$ cat config.mk
export PLATFORM = sky130hd
export DESIGN_NAME = fir_mult_sched
export DESIGN_NICKNAME = d
export VERILOG_FILES = /design/src/rtl/fir_mult_sched.sv
export SDC_FILE = /design/constraint.sdc
export NUM_CORES = 1
export LEC_CHECK = 0
export ABC_AREA = 1
export ABC_CLOCK_PERIOD_IN_PS = 7250
export CAP_MARGIN = 5
export CORE_MARGIN = 1.5
export CORE_UTILIZATION = 56
export DETAILED_ROUTE_END_ITERATION = 16
export GPL_TIMING_DRIVEN = 0
export PLACE_DENSITY_LB_ADDON = 0.12
export SLEW_MARGIN = 20
export SYNTH_ARGS = -nofsm -noshare
export SYNTH_HDL_FRONTEND = slang
export SYNTH_SLANG_ARGS = --single-unit
$ cat constraint.sdc
create_clock -name clk -period 7.25 [get_ports clk]
set_input_delay 2.175 -clock clk [delete_from_list [all_inputs] [get_ports clk]]
set_output_delay 2.175 -clock clk [all_outputs]
set_load 0.01 [all_outputs]
$ cat src/rtl/fir_mult_sched.sv
// fir_mult_sched: 5-tap FIR controller sharing one external mult16 across five MAC cycles
module fir_mult_sched #(
  parameter logic [15:0] C0 = 16'd32,
  parameter logic [15:0] C1 = 16'd64,
  parameter logic [15:0] C2 = 16'd256,
  parameter logic [15:0] C3 = 16'd64,
  parameter logic [15:0] C4 = 16'd32
) (
  input  logic        clk,
  input  logic        rst,
  input  logic        flush,
  input  logic        in_valid,
  output logic        in_ready,
  input  logic [15:0] din,
  output logic        out_valid,
  input  logic        out_ready,
  output logic [31:0] dout,
  output logic [15:0] mult_a,
  output logic [15:0] mult_b,
  input  logic [31:0] mult_p,
  output logic        busy
);
  typedef enum logic [1:0] {IDLE, MAC, DONE} state_t;
  state_t      r_state;
  logic [2:0]  r_tap;
  logic [15:0] r_x [5];
  logic [31:0] r_acc;
  logic [31:0] r_dout;
  logic        w_accept;
  logic [15:0] w_x;
  logic [15:0] w_c;
  // sample/coefficient pair for the current tap; tap never exceeds 4 while in MAC
  always_comb begin
    w_x = r_tap == 3'd0 ? r_x[0] : r_tap == 3'd1 ? r_x[1] : r_tap == 3'd2 ? r_x[2] : r_tap == 3'd3 ? r_x[3] : r_x[4];
    w_c = r_tap == 3'd0 ? C0 : r_tap == 3'd1 ? C1 : r_tap == 3'd2 ? C2 : r_tap == 3'd3 ? C3 : C4;
  end
  assign in_ready  = !rst && !flush && (r_state == IDLE || (r_state == DONE && out_ready));
  assign w_accept  = in_valid && in_ready;
  assign busy      = r_state == MAC;
  assign out_valid = r_state == DONE;
  assign mult_a    = busy ? w_x : '0;
  assign mult_b    = busy ? w_c : '0;
  assign dout      = r_dout;
  // FSM, delay line and accumulator; flush outranks both accept and MAC updates
  always_ff @(posedge clk or posedge rst) begin
    if (rst) begin
      r_state <= IDLE;
      r_tap   <= '0;
      r_acc   <= '0;
      r_dout  <= '0;
      for (int i = 0; i < 5; i++) r_x[i] <= '0;
    end else if (flush) begin
      r_state <= IDLE;
      r_tap   <= '0;
      r_acc   <= '0;
      r_dout  <= '0;
      for (int i = 0; i < 5; i++) r_x[i] <= '0;
    end else if (w_accept) begin
      r_x[0]  <= din;
      for (int i = 1; i < 5; i++) r_x[i] <= r_x[i-1];
      r_acc   <= '0;
      r_tap   <= '0;
      r_state <= MAC;
    end else if (r_state == MAC) begin
      r_acc <= r_acc + mult_p;
      r_tap <= r_tap == 3'd4 ? 3'd0 : r_tap + 3'd1;
      if (r_tap == 3'd4) begin
        r_dout  <= r_acc + mult_p;
        r_state <= DONE;
      end
    end else if (r_state == DONE && out_ready) begin
      r_state <= IDLE;
    end
  end
endmodule

Yosys cells after proc, flatten, opt, wreduce, memory -nomap -nowiden
Index checks and enable logic that the tools add are counted.
{"block": "totals", "ff_bits": 149, "output_inout_bits": 67, "word_cells": 63, "input_bits": 53}
{"block": "classes", "eq_ne": 8, "n_mux": 28, "n_reduce_logical": 16, "add_sub_neg": 2}
{"cell": "two-way mux 32 bit", "n": 7}
{"cell": "two-way mux 80 bit", "n": 2}
{"cell": "two-way mux 16 bit", "n": 5}
{"cell": "two-way mux 9 bit", "n": 4}
{"cell": "adder 32 bit", "n": 1}
{"cell": "two-way mux 3 bit", "n": 4}
{"cell": "two-way mux 2 bit", "n": 5}
{"cell": "two-way mux 7 bit", "n": 1}
{"cell": "== test 3 x 2 -> 1 bit, second input constant", "n": 2}
{"cell": "nonzero test 2 bit", "n": 3}
{"cell": "logical AND 1 bit", "n": 4}
{"cell": "inequality test 4 x 2 -> 1 bit, second input constant", "n": 1}
{"cell": "nonzero test 4 bit", "n": 1}
{"cell": "adder 3 x 1 -> 3 bit, second input constant", "n": 1}
{"cell": "== test 3 x 1 -> 1 bit, second input constant", "n": 1}
{"cell": "== test 3 bit, second input constant", "n": 1}
{"cell": "logical NOT 3 bit", "n": 1}
{"cell": "AND reduction 3 bit", "n": 1}
{"cell": "nonzero test 3 bit", "n": 1}
{"cell": "== test 2 x 1 -> 1 bit, second input constant", "n": 1}
{"cell": "== test 2 bit, second input constant", "n": 1}
{"cell": "logical NOT 1 bit", "n": 2}
{"cell": "logical NOT 2 bit", "n": 1}
{"cell": "inequality test 2 bit, second input constant", "n": 1}
{"cell": "2 further kinds", "n": 2}

Logic depth before layout (Yosys ltp)
Gate-level depths: netlist of run 1.
{"block": "depth", "ltp_word": 7, "ltp_mapped": 14, "depth_no_buf": 14}

Worst setup path after synthesis of run 1
OpenSTA, ideal clock, no wires.
{"block": "synth_path", "kind": "input port to output port", "start": "in flush", "end": "out in_ready", "t_arrival_ns": 2.969, "required_time_ns": 5.075, "stages": 3, "slack_ns": 2.106, "n_path_buf": 2, "cell_sequence": "buf_4 > nor3_4 > clkbuf_1"}
{"block": "synth_between", "elab_chain_len": 3}
{"element": "from (decl)", "line_no": "11", "rtl": "input logic flush,"}
{"element": "logical NOT 1 bit", "line_no": "37", "rtl": "assign in_ready = !rst && !flush && (r_state == IDLE || (r_state == DONE && out_ready));"}
{"element": "logical AND 1 bit (2 in series)", "line_no": "37"}
{"element": "to (decl)", "line_no": "13", "rtl": "output logic in_ready,"}
No other way between the ends.

Final worst setup path of run 1
{"block": "layout_path", "start": "in rst", "end": "out in_ready"}
{"block": "layout_between", "elab_chain_len": 3}
{"element": "from (decl)", "line_no": "10", "rtl": "input logic rst,"}
{"element": "logical NOT 1 bit (no source line)"}
{"element": "logical AND 1 bit (2 in series)", "line_no": "37"}
No other way between the ends.

==> flow_summary.json, run 1 <==
{
  "ys_warn_count": 0,
  "fin_ws_ps": 860,
  "layout.nets": 1422,
  "clock_path_buffers": 2,
  "wl_met3_mm": 1.11,
  "synthFlopType": "dfrtp_1",
  "clk_pin_slew_worst_paths_ps": 60,
  "yosysMostFrequentCell": "nand2_1",
  "rsz0062_at_grt": "no",
  "max_freq_mhz": 156,
  "dr.first_iter.drc_count": 612,
  "start_util_pct": 57.5,
  "power_leakage_nw": 5.57,
  "drtAntennaViolNets": 0,
  "die_h_um": 128,
  "antenna_cells": 0,
  "viasPerCell": 5.22,
  "top_layer": "met4",
  "die-area_um2": 16400,
  "drv_cap": 0,
  "worst_ep_required_time_ps": 5080,
  "final_min_period_over_clock_period_pct": 88.1,
  "wl_mm": 23.0,
  "seq_area_frac_synth_pct": 42.5,
  "grt_max_degree": 84,
  "cp-end-kind": "output port",
  "cp.arrival_ps": 4210,
  "netlist_area_um2": 8770,
  "holdBufCountCts": 0,
  "synthCells": 1196,
  "post_cts_buffers": 0,
  "worstSetupStartpointType": "input pin",
  "dp_hpwl_mm": 17.3,
  "synth.area.top_cells": "dfrtp_1, nand2_1, inv_1",
  "vdd_drop_max_mv": 0.179,
  "hold_viol": 0,
  "max_slew_margin_pct": 59.5,
  "yosys-top-cells-count": "nand2_1, inv_1, dfrtp_1, nand3_1, o22ai_1",
  "syn_avg_cell_area_um2": 7.34,
  "grt_overflow": 0,
  "routedLengthMet1_mm": 10.1,
  "synth_area_leader_cell": "dfrtp_1",
  "pre_cts_ws_ps": 862,
  "die_x_um": 128,
  "tightest_slew_ps": 608,
  "core_um2": 15300,
  "clk_latency_ps": 430,
  "routedWlPerCell_um": 14.8,
  "grt_pass1_wl_mm": 37.9,
  "power_mw": 2.17,
  "drv_slew": 0,
  "ctsResizeCount": 0,
  "finalSetupViolations": 0,
  "antenna_found_initial": 0,
  "wl_met2_mm": 11.0,
  "drive_gt1_share_pct": 6.18,
  "grt_pass1_vias": 7974,
  "synthToLayoutAreaGrowth_pct": 22.2,
  "critPathKind": "in -> out",
  "cts_max_level": 4,
  "synth_cell_type_count": 36,
  "root_buffer": "clkbuf_16",
  "ios": 120,
  "pwr_density_cell_nw_per_um2": 202,
  "drc": 0,
  "cp_max_fo": 10,
  "firstDrtPassIters": 7,
  "via_count": 8115,
  "synth_edf_count": 0,
  "cts_sinks": 149,
  "cts_tree": "built",
  "hold_class": "reg -> reg",
  "numCtsBuffers": 17,
  "layout_min_cycle_time_ps": 6390,
  "portBuffers": 104,
  "routabilityCongestion": 0.959,
  "status": "completed",
  "row_count": 45,
  "synth.top_cell.area_share_pct": 42.5,
  "ys_ff_latch": 149,
  "synthArstFlopShare_pct": 100,
  "skew_ps": 12.6,
  "holdWs_ps": 477,
  "track_usage_pct": 29.5
}
## power by group
| part | internal, mW | total [mW] | switching [mW] | leakage [nW] |
|---|---|---|---|---|
| Combinational | 0.158 | 0.435 | 0.277 | 3.23 |
| Sequential | 0.861 | 0.879 | 0.0176 | 2.06 |
| Clock | 0.498 | 0.853 | 0.354 | 0.276 |
## cells by family (layout without fill, tap and decap cells)
| group | after synthesis | after routing | synth area share (%) |
|---|---|---|---|
| AOI/OAI and AO/OA | 186 | 186 | 12.6 |
| xor gates and xnor gates | 13 | 13 | 1.30 |
| adders and majority gates | 37 | 37 | 5.36 |
| buffers and inverters | 269 | 404 | 12.9 |
| DFF | 149 | 149 | 42.5 |
| other | 1 | 13 | 0.0427 |
| and+or+nand+nor | 541 | 541 | 25.2 |
## through the flow
stage / instance area (µm²) / utilization [%] / TNS (ps) / instances
finish: 10700 / 70.3 / 0 / 1554
global route: 10700 / 70.3 / 0 / 1554
CTS: 10700 / 70.3 / 0 / 1554
detailed placement: 10200 / 66.6 / 0 / 1524
global placement: 10100 / 66.3 / -144710 / 1523
floorplan: 8820 / - / 0 / 1208
## state kept, by name (all words and copies together), names as in the netlist
signal	flops
r_acc	32
dout	32
r_tap	3
r_state	2
r_x	80
## placed cells by master, fill, tap and decap left out, drive strengths merged, types with 7 or more instances in the layout
| cell type | count |
|---|---|
| a21oi | 34 |
| nand2 | 399 |
| o22ai | 76 |
| clkbuf | 32 |
| nand3 | 78 |
| o221ai | 10 |
| inv | 220 |
| conb | 13 |
| xor2 | 7 |
| ha | 36 |
| buf | 41 |
| nor2 | 50 |
| clkdlybuf4s50 | 104 |
| dfrtp | 149 |
| o21ai | 49 |
## worst max-delay path, cell delays in order
cell and delay, ps:
clkdlybuf4s50_1 540, nor3_4 500, clkbuf_1 380, clkdlybuf4s50_1 610
## final timing paths
kind / startpoint / slack [ps] / endpoint / cells after the start
worst max-delay path: rst / 860 / in_ready / 4
worst min-delay path: dout[22]$_DFFE_PP0P_ / 480 / dout[22]$_DFFE_PP0P_ / 2
worst max register to register: r_acc[0]$_DFFE_PP0P_ / 4960 / dout[28]$_DFFE_PP0P_ / 13
worst min register to register: dout[22]$_DFFE_PP0P_ / 480 / dout[22]$_DFFE_PP0P_ / 2
max in group asynchronous: rst / 4220 / dout[21]$_DFFE_PP0P_ / 3
min in group asynchronous: rst / 2270 / r_x[39]$_DFFE_PP0P_ / 2
## layer usage
layer  vias to the layer above  track usage, %
met1                      3714            37.6
met3                        57            4.88
met4                         0            13.1
met5                         -               0
li1                       4062               -
met2                       282            49.5
## final cells by class
class	count	area [µm²]
clock buffers	20	467
well taps	211	264
plain buffers	52	320
inverters	217	822
clock inverters	10	97.6
repair buffers	105	1070
fillers	1267	4540
flip-flops and latches	149	3730
multi-input cells	790	3960
Note: power is estimated with default switching activity, not from simulation.
==> run 2, diff against run 1 <==
--- a/config.mk
+++ b/config.mk
@@ -12,7 +12,7 @@
 export CORE_UTILIZATION = 56
 export DETAILED_ROUTE_END_ITERATION = 16
 export GPL_TIMING_DRIVEN = 0
-export PLACE_DENSITY_LB_ADDON = 0.12
+export PLACE_DENSITY = 0.81
 export SLEW_MARGIN = 20
 export SYNTH_ARGS = -nofsm -noshare
 export SYNTH_HDL_FRONTEND = slang
==> flow_summary.json, run 2 (synthesized netlist as in run 1, its figures left out) <==
{
  "cp_max_fo": 10,
  "regMostFlops": "r_x",
  "die_h_um": 128,
  "worst_ep_required_time_ps": 5080,
  "grt_overflow": 0,
  "pwr_density_cell_nw_per_um2": 210,
  "final_min_period_over_clock_period_pct": 88.8,
  "clock_path_buffers": 2,
  "drc": 0,
  "root_buffer": "clkbuf_16",
  "clk_pin_slew_worst_paths_ps": 60,
  "ios": 120,
  "hold_viol": 0,
  "final_cell_mix": "nand2_1, inv_1, dfrtp_1",
  "detailed_place.area_um2": 10200,
  "p_sw_uw": 688,
  "portBuffers": 104,
  "critPathKind": "in -> out",
  "worstSetupStartpointType": "input pin",
  "grt_pass1_vias": 8154,
  "rsz0062_at_grt": "no",
  "final_common_cell": "nand2_1",
  "dp_hpwl_mm": 17.3,
  "dr.first_iter.drc_count": 660,
  "seq_power_share_pct": 38.7,
  "cts_tree": "built",
  "status": "completed",
  "power_leakage_nw": 5.59,
  "cts_sinks": 149,
  "cts_max_level": 4,
  "cp.arrival_ps": 4270,
  "wl_mm": 23.6,
  "clockPowerShare_pct": 42.0,
  "row_count": 45,
  "holdWs_ps": 475,
  "layout_min_cycle_time_ps": 6440,
  "tightest_slew_ps": 604,
  "drv_slew": 0,
  "drive_gt1_share_pct": 6.32,
  "switching_share_pct": 30.3,
  "grt_max_degree": 108,
  "power_frac_comb_pct": 19.3,
  "vdd_drop_max_mv": 0.220,
  "holdBufCountCts": 0,
  "finish.instance_area_um2": 10800,
  "layout.nets": 1422,
  "max_freq_mhz": 155,
  "drtAntennaViolNets": 0,
  "die_x_um": 128,
  "intPower_mw": 1.58,
  "via_count": 8218,
  "final_core_util_pct": 70.7,
  "hold_class": "reg -> reg",
  "max_slew_margin_pct": 59.7,
  "grt_pass1_wl_mm": 38.7,
  "viasPerCell": 5.28,
  "firstDrtPassIters": 5,
  "r2r_setup_slack_ps": 4990,
  "routedWlPerCell_um": 15.2,
  "track_usage_pct": 30.2,
  "cp-end-kind": "output port",
  "post_cts_buffers": 0,
  "skew_ps": 11.4,
  "antenna_found_initial": 0,
  "numCtsBuffers": 17,
  "routabilityCongestion": 0.946,
  "fin_tns_setup_ps": 0,
  "clk_latency_ps": 430,
  "ctsResizeCount": 0,
  "finalSetupViolations": 0,
  "die-area_um2": 16400,
  "largest_reg_flops": 80,
  "start_util_pct": 57.5,
  "drv_cap": 0,
  "synthToLayoutAreaGrowth_pct": 23.0,
  "core_um2": 15300
}
[run 2: stage by stage]
step,power (mW),setup WS [ps],std cells
global route,2.36,731,1556
CTS,2.27,810,1556
global placement,1.31,-932,1523
floorplan,1.18,1070,1208
finish,2.27,809,1557
detailed placement,1.32,837,1524
[run 2: path summary, 6_finish.rpt]
check                                      from                    to  cells after the start
hold / removal              dout[9]$_DFFE_PP0P_   dout[9]$_DFFE_PP0P_                      2
setup reg to reg           r_acc[0]$_DFFE_PP0P_  dout[28]$_DFFE_PP0P_                     13
setup / recovery                            rst              in_ready                      4
min in group asynchronous                   rst   dout[1]$_DFFE_PP0P_                      2
max in group asynchronous                   rst   r_x[72]$_DFFE_PP0P_                      3
hold reg to reg             dout[9]$_DFFE_PP0P_   dout[9]$_DFFE_PP0P_                      2
[run 2: layer usage]
layer | GRT usage (%) | share of wire, % | vias to the layer above
met5 | 0 | 0 | -
met4 | 14.3 | 3.4 | 0
met3 | 5.97 | 5.3 | 62
met2 | 52.2 | 49 | 287
met1 | 36.4 | 42 | 3798
li1 | - | - | 4071
[run 2: worst max-delay path: stages]
cell and delay, ps:
clkdlybuf4s50_1 580, nor3_4 490, clkbuf_1 390, clkdlybuf4s50_1 620
[run 2: cell type report]
cell class	count	area [µm²]
Fill cell	1265	4470
Multi-Input combinational cell	790	3960
Sequential cell	149	3730
Timing Repair Buffer	105	1070
Inverter	217	822
Clock buffer	18	439
Buffer	52	320
Tap cell	211	264
Clock inverter	14	190
Antenna cell	1	2.50
[run 2: power by group through the flow]
stage / Sequential [mW] / Combinational (mW) / Clock [mW]
2_1_floorplan: 0.891 / 0.290 / 0
3_3_place_gp: 0.893 / 0.419 / 0
3_5_place_dp: 0.893 / 0.428 / 0
4_1_cts: 0.879 / 0.433 / 0.957
5_1_grt: 0.882 / 0.487 / 0.995
6_report: 0.879 / 0.437 / 0.953
